$ cat config.mk
export PLATFORM = sky130hd
export DESIGN_NAME = div_seq_flat
export DESIGN_NICKNAME = d
export VERILOG_FILES = /design/src/rtl/div_seq_if.sv /design/src/rtl/div_seq.sv /design/src/flat_wrapper.sv
export SDC_FILE = /design/constraint.sdc
export NUM_CORES = 1
export LEC_CHECK = 0
export CAP_MARGIN = 10
export CORE_ASPECT_RATIO = 0.6
export CORE_UTILIZATION = 50
export CTS_BUF_LIST = sky130_fd_sc_hd__clkbuf_16
export DETAILED_ROUTE_END_ITERATION = 6
export DONT_BUFFER_PORTS = 1
export PLACE_DENSITY = 0.69
export SETUP_SLACK_MARGIN = 0.05
export SLEW_MARGIN = 20
export SYNTH_ARGS = -nofsm -noshare
export SYNTH_HDL_FRONTEND = slang
export SYNTH_SLANG_ARGS = --single-unit
$ cat constraint.sdc
create_clock -name clk -period 2.8 [get_ports clk]
set_input_delay 0.56 -clock clk [delete_from_list [all_inputs] [get_ports clk]]
set_output_delay 0.56 -clock clk [all_outputs]
set_load 0.005 [all_outputs]
$ cat src/rtl/div_seq_if.sv
// Start/busy/done handshake and operand/result bundle for the sequential divider.
// master = controller issuing divisions, slave = the divider itself.
interface div_seq_if #(
    parameter int D_WIDTH1   = 16,
    parameter int D_WIDTH2   = 16,
    parameter int FRAC_SHIFT = 8
) ();
    localparam int Q_WIDTH = D_WIDTH1 + FRAC_SHIFT;

    logic                div_start;
    logic [D_WIDTH1-1:0] div_a;
    logic [D_WIDTH2-1:0] div_b;
    logic                div_busy;
    logic                div_done;
    logic [Q_WIDTH-1:0]  div_q;
    logic [D_WIDTH2-1:0] div_r;
    logic                div_dz;

    modport master (
        output div_start, div_a, div_b,
        input  div_busy, div_done, div_q, div_r, div_dz
    );

    modport slave (
        input  div_start, div_a, div_b,
        output div_busy, div_done, div_q, div_r, div_dz
    );
endinterface

$ cat src/rtl/div_seq.sv
// Sequential signed fixed-point divider: q = trunc((a << FRAC_SHIFT) / b),
// radix-2 restoring on magnitudes, one quotient bit per clock, sign fixed up at the end.
module div_seq #(
    parameter int D_WIDTH1   = 16,
    parameter int D_WIDTH2   = 16,
    parameter int FRAC_SHIFT = 8
) (
    input  logic     clk,
    input  logic     rst,
    div_seq_if.slave bus
);
    localparam int Q_WIDTH = D_WIDTH1 + FRAC_SHIFT;
    localparam int M       = Q_WIDTH - 1;
    localparam int CW      = $clog2(M + 1);
    localparam int AM      = D_WIDTH1 - 1;
    localparam int BM      = D_WIDTH2 - 1;

    typedef enum logic [1:0] {S_IDLE, S_CALC, S_FIX, S_DONE} state_t;

    state_t              state_q, state_d;
    logic                sign_a_q, sign_a_d;
    logic                sign_b_q, sign_b_d;
    logic                dz_flag_q, dz_flag_d;
    logic [BM-1:0]       b_mag_q, b_mag_d;
    logic [M-1:0]        dvd_q, dvd_d;
    logic [M-1:0]        quo_q, quo_d;
    logic [BM-1:0]       rem_q, rem_d;
    logic [CW-1:0]       cnt_q, cnt_d;
    logic [Q_WIDTH-1:0]  res_q_q, res_q_d;
    logic [D_WIDTH2-1:0] res_r_q, res_r_d;
    logic                res_dz_q, res_dz_d;

    logic [AM-1:0]       a_abs;
    logic [BM-1:0]       b_abs;
    logic [BM:0]         trial;
    logic                trial_ge;
    logic [Q_WIDTH-1:0]  q_mag;
    logic [D_WIDTH2-1:0] r_mag;

    // Most-negative code has no positive twin; clamp it to the largest magnitude.
    always_comb begin : magnitudes
        a_abs = bus.div_a[AM-1:0];
        if (bus.div_a[D_WIDTH1-1]) begin
            if (bus.div_a[AM-1:0] == '0) a_abs = {AM{1'b1}};
            else                         a_abs = (~bus.div_a[AM-1:0]) + AM'(1);
        end
        b_abs = bus.div_b[BM-1:0];
        if (bus.div_b[D_WIDTH2-1]) begin
            if (bus.div_b[BM-1:0] == '0) b_abs = {BM{1'b1}};
            else                         b_abs = (~bus.div_b[BM-1:0]) + BM'(1);
        end
    end

    always_comb begin : restoring_step
        trial    = {rem_q, dvd_q[M-1]};
        trial_ge = (trial >= {1'b0, b_mag_q});
        q_mag    = {1'b0, quo_q};
        r_mag    = {1'b0, rem_q};
    end

    always_ff @(posedge clk) begin : state_register
        if (rst) begin
            state_q   <= S_IDLE;
            sign_a_q  <= 1'b0;
            sign_b_q  <= 1'b0;
            dz_flag_q <= 1'b0;
            b_mag_q   <= '0;
            dvd_q     <= '0;
            quo_q     <= '0;
            rem_q     <= '0;
            cnt_q     <= '0;
            res_q_q   <= '0;
            res_r_q   <= '0;
            res_dz_q  <= 1'b0;
        end else begin
            state_q   <= state_d;
            sign_a_q  <= sign_a_d;
            sign_b_q  <= sign_b_d;
            dz_flag_q <= dz_flag_d;
            b_mag_q   <= b_mag_d;
            dvd_q     <= dvd_d;
            quo_q     <= quo_d;
            rem_q     <= rem_d;
            cnt_q     <= cnt_d;
            res_q_q   <= res_q_d;
            res_r_q   <= res_r_d;
            res_dz_q  <= res_dz_d;
        end
    end

    always_comb begin : next_state
        state_d   = state_q;
        sign_a_d  = sign_a_q;
        sign_b_d  = sign_b_q;
        dz_flag_d = dz_flag_q;
        b_mag_d   = b_mag_q;
        dvd_d     = dvd_q;
        quo_d     = quo_q;
        rem_d     = rem_q;
        cnt_d     = cnt_q;
        res_q_d   = res_q_q;
        res_r_d   = res_r_q;
        res_dz_d  = res_dz_q;

        case (state_q)
            S_IDLE, S_DONE: begin
                if (bus.div_start) begin
                    sign_a_d  = bus.div_a[D_WIDTH1-1];
                    sign_b_d  = bus.div_b[D_WIDTH2-1];
                    b_mag_d   = b_abs;
                    rem_d     = '0;
                    quo_d     = '0;
                    dvd_d     = M'(a_abs) << FRAC_SHIFT;
                    cnt_d     = CW'(M);
                    dz_flag_d = (b_abs == '0);
                    state_d   = (b_abs == '0) ? S_FIX : S_CALC;
                end else if (state_q == S_DONE) begin
                    state_d = S_IDLE;
                end
            end
            S_CALC: begin
                // Remainder after a restoring step is below |b|, so BM bits always hold it.
                rem_d = trial_ge ? (trial[BM-1:0] - b_mag_q) : trial[BM-1:0];
                quo_d = {quo_q[M-2:0], trial_ge};
                dvd_d = dvd_q << 1;
                cnt_d = cnt_q - CW'(1);
                if (cnt_q == CW'(1)) state_d = S_FIX;
            end
            S_FIX: begin
                if (dz_flag_q) begin
                    res_q_d  = sign_a_q ? {1'b1, {(Q_WIDTH-1){1'b0}}} : {1'b0, {(Q_WIDTH-1){1'b1}}};
                    res_r_d  = '0;
                    res_dz_d = 1'b1;
                end else begin
                    // Negate only nonzero magnitudes so a zero result stays all-zero.
                    res_q_d  = ((sign_a_q ^ sign_b_q) && (quo_q != '0))
                               ? (~q_mag) + Q_WIDTH'(1) : q_mag;
                    res_r_d  = (sign_a_q && (rem_q != '0))
                               ? (~r_mag) + D_WIDTH2'(1) : r_mag;
                    res_dz_d = 1'b0;
                end
                state_d = S_DONE;
            end
            default: state_d = S_IDLE;
        endcase
    end

    always_comb begin : outputs
        bus.div_busy = (state_q == S_CALC) || (state_q == S_FIX);
        bus.div_done = (state_q == S_DONE);
        bus.div_q    = res_q_q;
        bus.div_r    = res_r_q;
        bus.div_dz   = res_dz_q;
    end
endmodule

$ cat src/flat_wrapper.sv
// flat-port wrapper written by rule: the top's interface ports become plain ports
module div_seq_flat 
#(
    parameter int D_WIDTH1   = 16,
    parameter int D_WIDTH2   = 16,
    parameter int FRAC_SHIFT = 8
)
  (clk, rst, bus_div_start, bus_div_a, bus_div_b, bus_div_busy, bus_div_done, bus_div_q, bus_div_r, bus_div_dz);
  div_seq_if #(.D_WIDTH1(D_WIDTH1), .D_WIDTH2(D_WIDTH2), .FRAC_SHIFT(FRAC_SHIFT)) bus_i ();
  input  logic clk;
  input  logic rst;
  input wire logic [$bits(bus_i.div_start)-1:0] bus_div_start;
  input wire logic [$bits(bus_i.div_a)-1:0] bus_div_a;
  input wire logic [$bits(bus_i.div_b)-1:0] bus_div_b;
  output wire logic [$bits(bus_i.div_busy)-1:0] bus_div_busy;
  output wire logic [$bits(bus_i.div_done)-1:0] bus_div_done;
  output wire logic [$bits(bus_i.div_q)-1:0] bus_div_q;
  output wire logic [$bits(bus_i.div_r)-1:0] bus_div_r;
  output wire logic [$bits(bus_i.div_dz)-1:0] bus_div_dz;
  assign bus_i.div_start = bus_div_start;
  assign bus_i.div_a = bus_div_a;
  assign bus_i.div_b = bus_div_b;
  assign bus_div_busy = bus_i.div_busy;
  assign bus_div_done = bus_i.div_done;
  assign bus_div_q = bus_i.div_q;
  assign bus_div_r = bus_i.div_r;
  assign bus_div_dz = bus_i.div_dz;
  div_seq #(.D_WIDTH1(D_WIDTH1), .D_WIDTH2(D_WIDTH2), .FRAC_SHIFT(FRAC_SHIFT)) u_core (.clk(clk), .rst(rst), .bus(bus_i));
endmodule
Word level (Yosys, flattened, before mapping)
Index checks and enable logic that the tools add are counted.
{"block": "totals", "inputBits": 35, "elab_cells": 69, "regBits": 127, "output_inout_bits": 43}
{"block": "classes", "n_reduce_logical": 14, "mux": 24, "bitwise_logic": 5, "n_lt_le_gt_ge": 1, "n_eq_ne": 7, "n_addsub": 6}
{"cell": "$pmux W23 S2", "count": 2}
{"cell": "$mux W15", "count": 6}
{"cell": "$mux W24", "count": 3}
{"cell": "$mux W23", "count": 2}
{"cell": "$logic_not A15 Y1", "count": 3}
{"cell": "$mux W16", "count": 2}
{"cell": "$add A15 B1 Y15 const B", "count": 2}
{"cell": "$not A15 Y15", "count": 2}
{"cell": "$pmux W15 S2", "count": 1}
{"cell": "$add A24 B1 Y24 const B", "count": 1}
{"cell": "$not A23 Y24", "count": 1}
{"cell": "$reduce_bool A23 Y1", "count": 1}
{"cell": "$add A16 B1 Y16 const B", "count": 1}
{"cell": "$ge A16 B15 Y1", "count": 1}
{"cell": "$not A15 Y16", "count": 1}
{"cell": "$reduce_bool A15 Y1", "count": 1}
{"cell": "$sub A15 B15 Y15", "count": 1}
{"cell": "$pmux W5 S2", "count": 1}
{"cell": "$mux W2", "count": 4}
{"cell": "$pmux W2 S3", "count": 1}
{"cell": "$reduce_and A2 Y1", "count": 3}
{"cell": "$eq A5 B1 Y1 const B", "count": 1}
{"cell": "$mux W5", "count": 1}
{"cell": "$sub A5 B1 Y5 const B", "count": 1}
{"cell": "other kinds (12)", "count": 14}

Depth between registers and ports, before layout
Gate-level depths: netlist (run 1).
{"block": "logic_depth", "word_depth": 8, "mapped_depth": 11, "mapped_depth_nobuf": 10}

Worst setup path before layout (run 1)
Ideal clock, no wire load.
{"block": "synth_path", "path_kind": "input to register", "from": "in bus_div_b[0]", "to": "reg u_core.state_q[0]", "path_slack_ps": -41, "path_stages": 10, "setup_ps": 116, "arrival_ps": 2725, "t_required_ps": 2684, "n_path_buf": 1, "path_cell_list": "inv_1 > ha_1 > or4b_4 > buf_6 > or4b_1 > nand2_1 > a32o_1 > nand4_1 > or3_4 > a31o_1"}
{"block": "synth_via", "elab_chain_len": 8, "word_cells_on_any_way": 9, "cone_classes": "add/sub: 1; mux: 5; bitwise: 1; reduce/logical: 2"}
{"element": "start, declared", "line": "flat_wrapper.sv:14", "rtl": "input wire logic [$bits(bus_i.div_b)-1:0] bus_div_b;"}
{"element": "$not A15 Y15", "line": "div_seq.sv:50", "rtl": "else b_abs = (~bus.div_b[BM-1:0]) + BM'(1);"}
{"element": "$add A15 B1 Y15", "line": "div_seq.sv:50"}
{"element": "$mux W15", "line": "div_seq.sv:49", "rtl": "if (bus.div_b[BM-1:0] == '0) b_abs = {BM{1'b1}};"}
{"element": "$mux W15 *", "line": "div_seq.sv:48", "rtl": "if (bus.div_b[D_WIDTH2-1]) begin"}
{"element": "$logic_not A15 Y1 *", "line": "div_seq.sv:116", "rtl": "state_d = (b_abs == '0) ? S_FIX : S_CALC;"}
{"element": "$mux W2 *", "line": "div_seq.sv:116"}
{"element": "$mux W2 *", "line": "div_seq.sv:107", "rtl": "if (bus.div_start) begin"}
{"element": "$pmux W2 S3 *", "line": "div_seq.sv:105", "rtl": "case (state_q)"}
{"element": "end signal, assigned", "line": "div_seq.sv:76", "rtl": "state_q <= state_d;"}
{"element": "end, declared", "line": "div_seq.sv:20", "rtl": "state_t state_q, state_d;"}
Every way passes the cells marked *; elsewhere a longest branch is shown, timed or not.
A chain may end at the register's enable or synchronous reset.

Worst setup path in the final report (run 1)
{"block": "layout_path", "from": "reg u_core.dvd_q[22]", "to": "reg u_core.rem_q[6]"}
{"block": "layout_via", "elab_chain_len": 3, "word_cells_on_any_way": 4, "cone_classes": "add/sub: 1; order compare: 1; mux: 2"}
{"element": "start, declared", "line": "div_seq.sv:25", "rtl": "logic [M-1:0] dvd_q, dvd_d;"}
{"element": "start signal, assigned", "line": "div_seq.sv:81", "rtl": "dvd_q <= dvd_d;"}
{"element": "$sub A15 B15 Y15 or $ge A16 B15 Y1 (tied branches)", "line": "div_seq.sv:123, div_seq.sv:56"}
{"element": "$mux W15 *", "line": "div_seq.sv:123", "rtl": "rem_d = trial_ge ? (trial[BM-1:0] - b_mag_q) : trial[BM-1:0];"}
{"element": "$pmux W15 S2 *", "line": "div_seq.sv:105"}
{"element": "end signal, assigned", "line": "div_seq.sv:83", "rtl": "rem_q <= rem_d;"}
{"element": "end, declared", "line": "div_seq.sv:27", "rtl": "logic [BM-1:0] rem_q, rem_d;"}
Marked as above.

==> results of run 1 <==
## how the worst min path moves through the flow
stage | from | to
final | rst | u_core.bus.div_r[6]
after floorplan | u_core.b_mag_q[13] | u_core.b_mag_q[13]
after CTS | rst | u_core.bus.div_r[10]
after global routing | rst | u_core.bus.div_r[6]
after detailed placement | u_core.b_mag_q[13] | u_core.b_mag_q[13]
after global placement | u_core.b_mag_q[13] | u_core.b_mag_q[13]
## worst reg2reg max path, stage by stage, from the launching register on
cell	delay (ns)
sky130_fd_sc_hd__dfxtp_1	0.31
sky130_fd_sc_hd__inv_1	0.05
sky130_fd_sc_hd__ha_1	0.22
sky130_fd_sc_hd__fa_1	0.42
sky130_fd_sc_hd__nor2b_2	0.15
sky130_fd_sc_hd__o211ai_1	0.15
sky130_fd_sc_hd__a21oi_2	0.23
sky130_fd_sc_hd__nor3_1	0.11
sky130_fd_sc_hd__o31ai_2	0.31
sky130_fd_sc_hd__buf_12	0.19
sky130_fd_sc_hd__mux2i_1	0.19
sky130_fd_sc_hd__o21ai_0	0.11
## through the flow
step           utilization, %  area, um^2
2_1_floorplan               -        6880
3_3_place_gp             54.7        7190
3_5_place_dp             54.7        7190
4_1_cts                  59.0        7740
5_1_grt                  59.0        7750
6_report                 59.0        7750
## state kept, by name (all words and copies together) (netlist names)
name / flops
u_core.bus.div_r: 16
u_core.dvd_q: 15
u_core.bus.div_q: 24
u_core.sign_b_q: 1
u_core.b_mag_q: 15
u_core.dz_flag_q: 1
u_core.rem_q: 15
u_core.cnt_q: 5
u_core.quo_q: 23
u_core.state_q: 2
u_core.bus.div_dz: 1
u_core.sign_a_q: 1
## timing repair
action	CTS	global route
endpoints found under the setup margin	0	14
hold buffers	0	0
resized for setup	0	2
## layout by cell type (no fill, tap or decap), types with 6 or more instances in the layout
| cell type | instances |
|---|---|
| sky130_fd_sc_hd__or4_1 | 6 |
| sky130_fd_sc_hd__o31ai_1 | 13 |
| sky130_fd_sc_hd__nor4_1 | 7 |
| sky130_fd_sc_hd__a21oi_1 | 68 |
| sky130_fd_sc_hd__a311oi_1 | 10 |
| sky130_fd_sc_hd__or2_2 | 6 |
| sky130_fd_sc_hd__ha_1 | 23 |
| sky130_fd_sc_hd__o21ai_0 | 42 |
| sky130_fd_sc_hd__xor2_1 | 35 |
| sky130_fd_sc_hd__inv_1 | 48 |
| sky130_fd_sc_hd__a211oi_1 | 7 |
| sky130_fd_sc_hd__nand3_1 | 8 |
| sky130_fd_sc_hd__or3_1 | 10 |
| sky130_fd_sc_hd__clkbuf_16 | 17 |
| sky130_fd_sc_hd__mux2i_1 | 12 |
| sky130_fd_sc_hd__nor3_1 | 12 |
| sky130_fd_sc_hd__xnor2_1 | 35 |
| sky130_fd_sc_hd__nand2_1 | 57 |
| sky130_fd_sc_hd__o22ai_1 | 26 |
| sky130_fd_sc_hd__a221oi_1 | 15 |
| sky130_fd_sc_hd__nor2_1 | 105 |
| sky130_fd_sc_hd__buf_4 | 37 |
| sky130_fd_sc_hd__a22oi_1 | 29 |
| sky130_fd_sc_hd__nor2b_1 | 11 |
| sky130_fd_sc_hd__a32oi_1 | 8 |
| sky130_fd_sc_hd__o21a_1 | 7 |
| sky130_fd_sc_hd__dfxtp_1 | 119 |
## kinds of logic (layout without fill, tap and decap cells)
kind of cell / Yosys count / in the layout / synth area share [%]
AO/OA/AOI/OAI: 265 / 265 / 25.9
XOR/XNOR: 70 / 70 / 8.92
adder cells (fa/ha/maj): 25 / 25 / 4.66
buffers and inverters: 107 / 120 / 6.03
flip-flops: 119 / 119 / 34.7
multiplexers: 16 / 16 / 2.46
AND/OR/NAND/NOR: 252 / 252 / 17.4
## per-layer routing
layer / track usage (%) / share of wire [%]
met1: 37.5 / 51
met2: 35.9 / 40
met3: 7.25 / 8.4
met4: 7.17 / 0.77
met5: 0 / 0
## final cells by class
type                            count  area [um^2]  area share, %
Clock buffer                       17          425           5.49
Clock inverter                     15          130           1.68
Inverter                           50          188           2.42
Multi-Input combinational cell    628         4120           53.1
Sequential cell                   119         2380           30.7
Tap cell                          170          213           2.74
Timing Repair Buffer               38          298           3.84
## power by group through the flow
stage	Sequential (mW)	Combinational, mW	Clock (mW)
final	2.09	2.60	2.03
after detailed placement	2.12	2.54	0
after global routing	2.12	2.87	2.13
after floorplan	2.08	1.91	0
after CTS	2.09	2.56	2.06
after global placement	2.11	2.46	0
==> flow_summary_export.csv, run 1 <==
group,metric,value,unit
worst_setup_path,critPathRequiredTime,3.07,ns
timing,slew_headroom,32.3,%
routing,via_count,6252,
floorplan,fp.coreArea,13100,um^2
cts,clkLatencyLatePin,0.41,ns
power_and_ir_drop,switching_power,2.52,mW
floorplan,die_h,92.8,um
timing,timing.final.ws_setup,0.229,ns
place,place_hpwl,13100,um
logic_synthesis,synthesis_stage_register_bit_count,119,
power_and_ir_drop,vdd.ir_drop.worst,0.000463,V
logic_synthesis,postSynthNetCount,914,
power_and_ir_drop,comb_power_share,38.7,%
cts,clock_path_buffers,2,
logic_synthesis,yosys_most_used_dff,"sky130_fd_sc_hd__dfxtp_1",
final_layout,stdcell_count,1037,
final_layout,diode_insertion_count_for_antenna_repair,0,
flow_run,cap_violations,0,
routing,post-route-drc-count,0,
timing,tightestPinTransition,1.01,ns
routing,route.final.wire_length,17800,um
global_route,globalRouteTotalUtil,25.6,%
min_path,hold_path_class,"input pin to flip-flop",
power_and_ir_drop,swShare,37.5,%
floorplan,initial_core_util,52.3,%
worst_setup_path,critical_path.slowest_cell,"sky130_fd_sc_hd__fa_1",
global_route,largest_net_degree_at_the_start_of_global_routing,103,
place,quantity_of_i_o_buffers_inserted_on_ports,0,
logic_synthesis,yosysUniqueCellTypes,63,
final_layout,number_of_fillers_in_the_final_layout,1148,
logic_synthesis,asyncSetResetFlopFracSynth,0,%
logic_synthesis,ys_top_cells_by_area,"sky130_fd_sc_hd__dfxtp_1, sky130_fd_sc_hd__nor2_1, sky130_fd_sc_hd__a21oi_1",
timing,final-max-slew-violation-count,0,
logic_synthesis,synth.most_common_cell,"sky130_fd_sc_hd__dfxtp_1",
worst_setup_path,cp_data_arrival_time,2.84,ns
power_and_ir_drop,clockPowerShare,30.2,%
logic_synthesis,yosys-top-cells-count,"sky130_fd_sc_hd__dfxtp_1, sky130_fd_sc_hd__nor2_1, sky130_fd_sc_hd__a21oi_1, sky130_fd_sc_hd__nand2_1",
logic_synthesis,seq_area_frac_synth,34.7,%
timing,grt_setup_unrepaired,"no",
cts,root_buffer,"sky130_fd_sc_hd__clkbuf_16",
worst_setup_path,setup.worst_path.end_class,"flip-flop",
routing,drt_pre_antenna_iters,5,
power_and_ir_drop,power.density,868,nW/um^2
cts,tritoncts.num_buffers,17,
worst_setup_path,critical_path_buf_inv_count,2,
place,dpl.cell_count,1005,
worst_setup_path,critical_path.max_stage_delay,0.42,ns
floorplan,std_cell_rows,32,
cts,clkSinkCount,119,
power_and_ir_drop,intPower,4.20,mW
timing,min_period_over_period,91.8,%
worst_setup_path,setup.worst_path.start,"u_core.dvd_q[22]",
timing,timing.final.hold_violations,0,
timing,finalClockSkew,0.0100,ns
worst_setup_path,critPathKind,"flip-flop to flip-flop",
worst_setup_path,timing.critical_path.depth,11,
min_path,whs_path_depth,1,
global_route,first_global_vias,5798,
timing,fmax,389,MHz
timing,finalSetupViolations,0,
routing,detail_route.wl_per_cell,17.1,um
worst_setup_path,worst_r2r_path_cells,11,
routing,via_density_per_instance,6.03,
final_layout,synthToLayoutAreaGrowth,12.8,%
worst_setup_path,crit_path_end,"u_core.rem_q[6]",
floorplan,floorplan.die_area,14200,um^2
logic_synthesis,average_size_of_a_mapped_cell,8.05,um^2
worst_setup_path,r2r-end,"u_core.rem_q[6]",
timing,final.min_clock_period,2.57,ns
cts,tritoncts,"done",
cts,path_clk_slew,0.06,ns
logic_synthesis,synth_top_area_share,34.7,%
logic_synthesis,synth_area,6870,um^2
timing,hold-worst-slack,0.218,ns
cts,post_cts_buffers,0,
final_layout,fin_nets,914,
cts,clock_h_tree_levels,4,
logic_synthesis,synth_edf_count,0,
global_route,grt_ovf,0,
worst_setup_path,worst_setup_path_start_kind,"flip-flop",
global_route,grt_antenna_before_repair,0,
worst_setup_path,critical-path-top-delay-family,"compound AO/OA/AOI/OAI gates",
floorplan,io_pins,78,
power_and_ir_drop,power.static_leakage,2.90,nW
status,status,"completed",
place,setup_slack_placement,0.0440,ns
logic_synthesis,ys_warn_count,0,
worst_setup_path,reg2reg_from,"u_core.dvd_q[22]",
worst_setup_path,reg2reg_setup_slack,0.23,ns
global_route,wire_length_of_the_first_global_routing_pass,29100,um
worst_setup_path,cp_cell_sequence,"inv_1 -> ha_1 -> fa_1 -> nor2b_2 -> o211ai_1 -> a21oi_2 -> nor3_1 -> o31ai_2 -> buf_12 -> mux2i_1 -> o21ai_0",
final_layout,final_layout_size_suffix_gt1_share,10.8,%
logic_synthesis,synthesis.instances,854,
power_and_ir_drop,seq_power_share,31.1,%
floorplan,die_x,153,um
routing,ant_nets,0,
routing,drt_iter0_drc,491,
power_and_ir_drop,power,6.72,mW
timing,finalSetupTns,0,ns
worst_setup_path,critical_path.max_fanout,11,
place,finalWeightedCongestion,0.932,
logic_synthesis,synth_largest_area_cell,"sky130_fd_sc_hd__dfxtp_1",
(Power assumes the default switching activity.)
==> run 2: changes to the inputs <==
Settings changed: GPL_ROUTABILITY_DRIVEN from default to 0.
==> run 2 against run 1 <==
Against the previous run: combinational power barely moved; non-clock buffer count is 2 lower; via count increased by 0.19%; die area is the same; sequential cell count stayed put; maximum frequency increased by 0.97%; largest cell class unchanged; highest routed layer unchanged.
==> flow_summary_export.csv, run 2 (synthesized netlist as in run 1, its figures left out) <==
group,metric,value,unit
global_route,largest_net_degree_at_the_start_of_global_routing,103,
final_layout,final_core_utilization,58.9,%
cts,clkLatencyLatePin,0.41,ns
place,place_hpwl,13100,um
power_and_ir_drop,comb_power_share,38.9,%
worst_setup_path,critical_path_buf_inv_count,1,
routing,detail_route.wl_per_cell,17.2,um
routing,route.final.wire_length,17800,um
worst_setup_path,cp_data_arrival_time,2.80,ns
floorplan,io_pins,78,
final_layout,diode_insertion_count_for_antenna_repair,0,
floorplan,floorplan.die_area,14200,um^2
floorplan,initial_core_util,52.3,%
routing,drt_pre_antenna_iters,5,
timing,finalSetupViolations,0,
status,status,"completed",
routing,ant_nets,0,
cts,cts.repair.resized,0,
global_route,grt_antenna_before_repair,0,
cts,clkSinkCount,119,
cts,tritoncts,"done",
worst_setup_path,critical-path-top-delay-family,"simple AND/OR/NAND/NOR gates",
timing,hold-worst-slack,0.220,ns
timing,final-max-slew-violation-count,0,
floorplan,std_cell_rows,32,
final_layout,commonest_non_fill_non_tap_cell_in_the_layout,"sky130_fd_sc_hd__dfxtp_1",
floorplan,die_x,153,um
worst_setup_path,critPathRequiredTime,3.06,ns
cts,cts_hold_buffers,0,
flow_run,cap_violations,0,
power_and_ir_drop,seq_power_share,31.3,%
cts,post_cts_buffers,0,
power_and_ir_drop,clockPowerShare,29.8,%
global_route,globalRouteTotalUtil,25.2,%
timing,fmax,393,MHz
place,setup_slack_placement,-0.0151,ns
final_layout,largest_reg_flops,24,
power_and_ir_drop,switching_power,2.51,mW
power_and_ir_drop,vdd.ir_drop.worst,0.000464,V
place,dpl.cell_count,1003,
cts,tritoncts.num_buffers,17,
worst_setup_path,critical_path.most_common_cell,"sky130_fd_sc_hd__or4_4",
timing,tightestPinTransition,0.952,ns
global_route,grt_ovf,0,
cts,clock_path_buffers,2,
routing,post-route-drc-count,0,
routing,drt_iter0_drc,458,
final_layout,final_layout_size_suffix_gt1_share,10.6,%
final_layout,layout_common_cells,"sky130_fd_sc_hd__dfxtp_1, sky130_fd_sc_hd__nor2_1, sky130_fd_sc_hd__a21oi_1",
final_layout,synthToLayoutAreaGrowth,12.5,%
worst_setup_path,critical_path.slowest_cell,"sky130_fd_sc_hd__or4_4",
power_and_ir_drop,swShare,37.4,%
cts,root_buffer,"sky130_fd_sc_hd__clkbuf_16",
global_route,first_global_vias,5846,
timing,final.min_clock_period,2.55,ns
cts,clock_h_tree_levels,4,
min_path,hold_path_class,"input pin to flip-flop",
global_route,wire_length_of_the_first_global_routing_pass,28800,um
routing,via_count,6264,
timing,timing.final.hold_violations,0,
power_and_ir_drop,intPower,4.19,mW
final_layout,stdcell_count,1035,
routing,via_density_per_instance,6.05,
timing,finalClockSkew,0.00721,ns
place,placed_area,7190,um^2
timing,finalSetupTns,0,ns
worst_setup_path,critical_path.max_fanout,7,
power_and_ir_drop,power,6.70,mW
final_layout,finished_cell_area,7730,um^2
power_and_ir_drop,power.static_leakage,2.89,nW
timing,grt_setup_unrepaired,"no",
final_layout,number_of_fillers_in_the_final_layout,1173,
timing,min_period_over_period,90.9,%
final_layout,fin_nets,912,
worst_setup_path,setup.worst_path.end_class,"flip-flop",
place,quantity_of_i_o_buffers_inserted_on_ports,0,
worst_setup_path,cp_cell_sequence,"or4_4 -> or4_4 -> o41ai_4 -> buf_4 -> a21oi_1 -> xnor2_1 -> o21ai_0",
power_and_ir_drop,power.density,866,nW/um^2
timing,slew_headroom,36.2,%
floorplan,fp.coreArea,13100,um^2
worst_setup_path,worst_setup_path_start_kind,"flip-flop",
cts,path_clk_slew,0.06,ns
worst_setup_path,critical_path.max_stage_delay,0.57,ns
timing,timing.final.ws_setup,0.254,ns
worst_setup_path,critPathKind,"flip-flop to flip-flop",
floorplan,die_h,92.8,um
[run 2: worst paths after layout]
path	start	to	slack, ns	cells past startpoint
setup reg to reg	u_core.rem_q[7]	u_core.bus.div_r[9]	0.25	7
setup / recovery	u_core.rem_q[7]	u_core.bus.div_r[9]	0.25	7
hold reg to reg	u_core.b_mag_q[13]	u_core.b_mag_q[13]	0.46	2
hold / removal	rst	u_core.bus.div_r[6]	0.22	1
[run 2: cell type report]
cell class | instances | area, um^2 | share of cell area [%]
Multi-Input combinational cell | 628 | 4110 | 53.2
Clock inverter | 15 | 115 | 1.49
Inverter | 50 | 188 | 2.43
Tap cell | 170 | 213 | 2.75
Clock buffer | 17 | 425 | 5.50
Timing Repair Buffer | 36 | 295 | 3.82
Sequential cell | 119 | 2380 | 30.8
[run 2: metal layers]
metal  wire [um]  global-route usage [%]  vias up
met3        1430                    6.36       20
met5           0                       0        -
met1        9090                    37.3     2921
li1            -                       -     3085
met4         170                    6.08        0
met2        7120                    35.9      238
[run 2: power groups by stage]
stage	Clock [mW]	Sequential [mW]	Combinational, mW
floorplan	0	2.08	1.91
global placement	0	2.11	2.45
detailed placement	0	2.13	2.55
CTS	2.02	2.09	2.56
global route	2.09	2.13	2.86
finish	1.99	2.10	2.60
==> run 3: changes to the inputs <==
Settings changed: REMOVE_ABC_BUFFERS from default to 1.
==> run 3 against run 2 <==
Against the previous run: global-route usage grew 0.56 points; maximum frequency shrank 0.60%; setup slack lost 0.015 ns; combinational power is essentially flat; largest cell class unchanged.
==> flow_summary_export.csv, run 3 (synthesized netlist as in run 1, its figures left out) <==
group,metric,value,unit
timing,final-max-slew-violation-count,0,
floorplan,fp.coreArea,13100,um^2
final_layout,synthToLayoutAreaGrowth,12.3,%
cts,tritoncts.num_buffers,17,
floorplan,std_cell_rows,32,
place,setup_slack_placement,-0.0755,ns
timing,final.min_clock_period,2.56,ns
worst_setup_path,critPathRequiredTime,3.08,ns
cts,root_buffer,"sky130_fd_sc_hd__clkbuf_16",
cts,post_cts_buffers,0,
cts,cts_hold_buffers,0,
power_and_ir_drop,clockPowerShare,30.6,%
place,place_hpwl,12900,um
power_and_ir_drop,seq_power_share,31.1,%
cts,path_clk_slew,0.06,ns
worst_setup_path,critical_path.max_fanout,11,
timing,finalSetupTns,0,ns
place,quantity_of_i_o_buffers_inserted_on_ports,0,
worst_setup_path,critical_path.max_stage_delay,0.42,ns
power_and_ir_drop,intPower,4.26,mW
final_layout,diode_insertion_count_for_antenna_repair,0,
power_and_ir_drop,switching_power,2.51,mW
timing,grt_setup_unrepaired,"yes",
floorplan,initial_core_util,52.3,%
worst_setup_path,cp_data_arrival_time,2.84,ns
cts,clock_h_tree_levels,4,
timing,finalClockSkew,0.00603,ns
worst_setup_path,cp_cell_sequence,"inv_1 -> ha_1 -> fa_1 -> nor2b_1 -> o211ai_1 -> a21oi_2 -> nor3_1 -> o31ai_2 -> buf_6 -> mux2i_1 -> o21ai_0",
floorplan,die_x,153,um
timing,min_period_over_period,91.5,%
routing,via_count,6344,
timing,tightestPinTransition,1.04,ns
routing,via_density_per_instance,6.15,
worst_setup_path,critical_path_buf_inv_count,2,
routing,detail_route.wl_per_cell,17.8,um
power_and_ir_drop,comb_power_share,38.3,%
min_path,hold_path_class,"input pin to flip-flop",
timing,slew_headroom,30.4,%
timing,timing.final.hold_violations,0,
floorplan,floorplan.die_area,14200,um^2
worst_setup_path,critPathKind,"flip-flop to flip-flop",
final_layout,final_layout_size_suffix_gt1_share,9.98,%
status,status,"completed",
worst_setup_path,critical_path.slowest_cell,"sky130_fd_sc_hd__fa_1",
routing,route.final.wire_length,18400,um
flow_run,cap_violations,0,
final_layout,layout_common_cells,"sky130_fd_sc_hd__dfxtp_1, sky130_fd_sc_hd__nor2_1, sky130_fd_sc_hd__a21oi_1",
worst_setup_path,critical-path-top-delay-family,"compound AO/OA/AOI/OAI gates",
routing,drt_iter0_drc,523,
timing,fmax,390,MHz
timing,finalSetupViolations,0,
power_and_ir_drop,power.static_leakage,2.89,nW
global_route,wire_length_of_the_first_global_routing_pass,29500,um
floorplan,die_h,92.8,um
routing,ant_nets,0,
global_route,grt_antenna_before_repair,0,
cts,clkLatencyLatePin,0.41,ns
worst_setup_path,worst_setup_path_start_kind,"flip-flop",
global_route,first_global_vias,5829,
routing,drt_pre_antenna_iters,5,
cts,clock_path_buffers,2,
final_layout,largest_reg_flops,24,
floorplan,io_pins,78,
power_and_ir_drop,power.density,877,nW/um^2
power_and_ir_drop,swShare,37.0,%
routing,post-route-drc-count,0,
global_route,grt_ovf,0,
cts,clkSinkCount,119,
timing,timing.final.ws_setup,0.239,ns
cts,cts.repair.resized,0,
final_layout,fin_nets,910,
global_route,globalRouteTotalUtil,25.8,%
global_route,largest_net_degree_at_the_start_of_global_routing,103,
worst_setup_path,setup.worst_path.end_class,"flip-flop",
power_and_ir_drop,vdd.ir_drop.worst,0.000448,V
final_layout,commonest_non_fill_non_tap_cell_in_the_layout,"sky130_fd_sc_hd__dfxtp_1",
cts,tritoncts,"done",
==> run 3: changes by cell type in the layout (fill, tap and decap cells not counted), moves of 2 or more <==
cell                       change
sky130_fd_sc_hd__o21ai_0       -4
sky130_fd_sc_hd__o21ai_1       +4
sky130_fd_sc_hd__buf_4         -2
sky130_fd_sc_hd__clkinv_2      -2
sky130_fd_sc_hd__inv_2         -2
==> run 3: power groups by stage <==
stage | clock [mW] | combinational [mW] | sequential, mW
2_1_floorplan | 0 | 1.81 | 2.09
3_3_place_gp | 0 | 2.39 | 2.12
3_5_place_dp | 0 | 2.50 | 2.13
4_1_cts | 2.10 | 2.52 | 2.10
5_1_grt | 2.17 | 2.84 | 2.13
6_report | 2.07 | 2.59 | 2.10
==> run 3: routing by layer <==
| metal | global-route usage [%] | routed length (um) | vias to the layer above |
|---|---|---|---|
| met3 | 6.69 | 1460 | 24 |
| met1 | 37.1 | 9170 | 2975 |
| li1 | - | - | 3071 |
| met4 | 6.33 | 144 | 0 |
| met5 | 0 | 0 | - |
| met2 | 37.8 | 7570 | 274 |
==> run 3: final timing paths <==
check        slack, ns                from  cells past startpoint                 end
max               0.24    u_core.dvd_q[22]                     11     u_core.rem_q[6]
min               0.25                 rst                      1   u_core.b_mag_q[9]
max reg2reg       0.24    u_core.dvd_q[22]                     11     u_core.rem_q[6]
min reg2reg       0.46  u_core.b_mag_q[14]                      2  u_core.b_mag_q[14]
==> run 3: layout make-up <==
type                    count  area [um^2]
fillers                  1174         5420
clock buffers              17          425
clock inverters            14          136
inverters                  50          188
multi-input cells         628         4100
flip-flops and latches    119         2380
repair buffers             34          272
well taps                 170          213
==> run 3: worst reg2reg max path: cells and delay by family, from the launching register on <==
kind,cells,cell delay (ns)
mux,1,0.22
flops,1,0.30
simple gates,2,0.29
fa+ha+maj,2,0.65
buf+inv,2,0.26
compound gates,4,0.71
==> run 3: metrics by stage <==
step	instance area (um^2)	hold slack (ns)	cells	total power, mW	util [%]
finish	7720	0.247	1032	6.77	58.8
floorplan	6650	0.426	797	3.90	-
global placement	7150	0.439	1001	4.51	54.4
detailed placement	7150	0.444	1001	4.64	54.4
global route	7720	0.225	1032	7.14	58.8
CTS	7710	0.219	1032	6.71	58.7
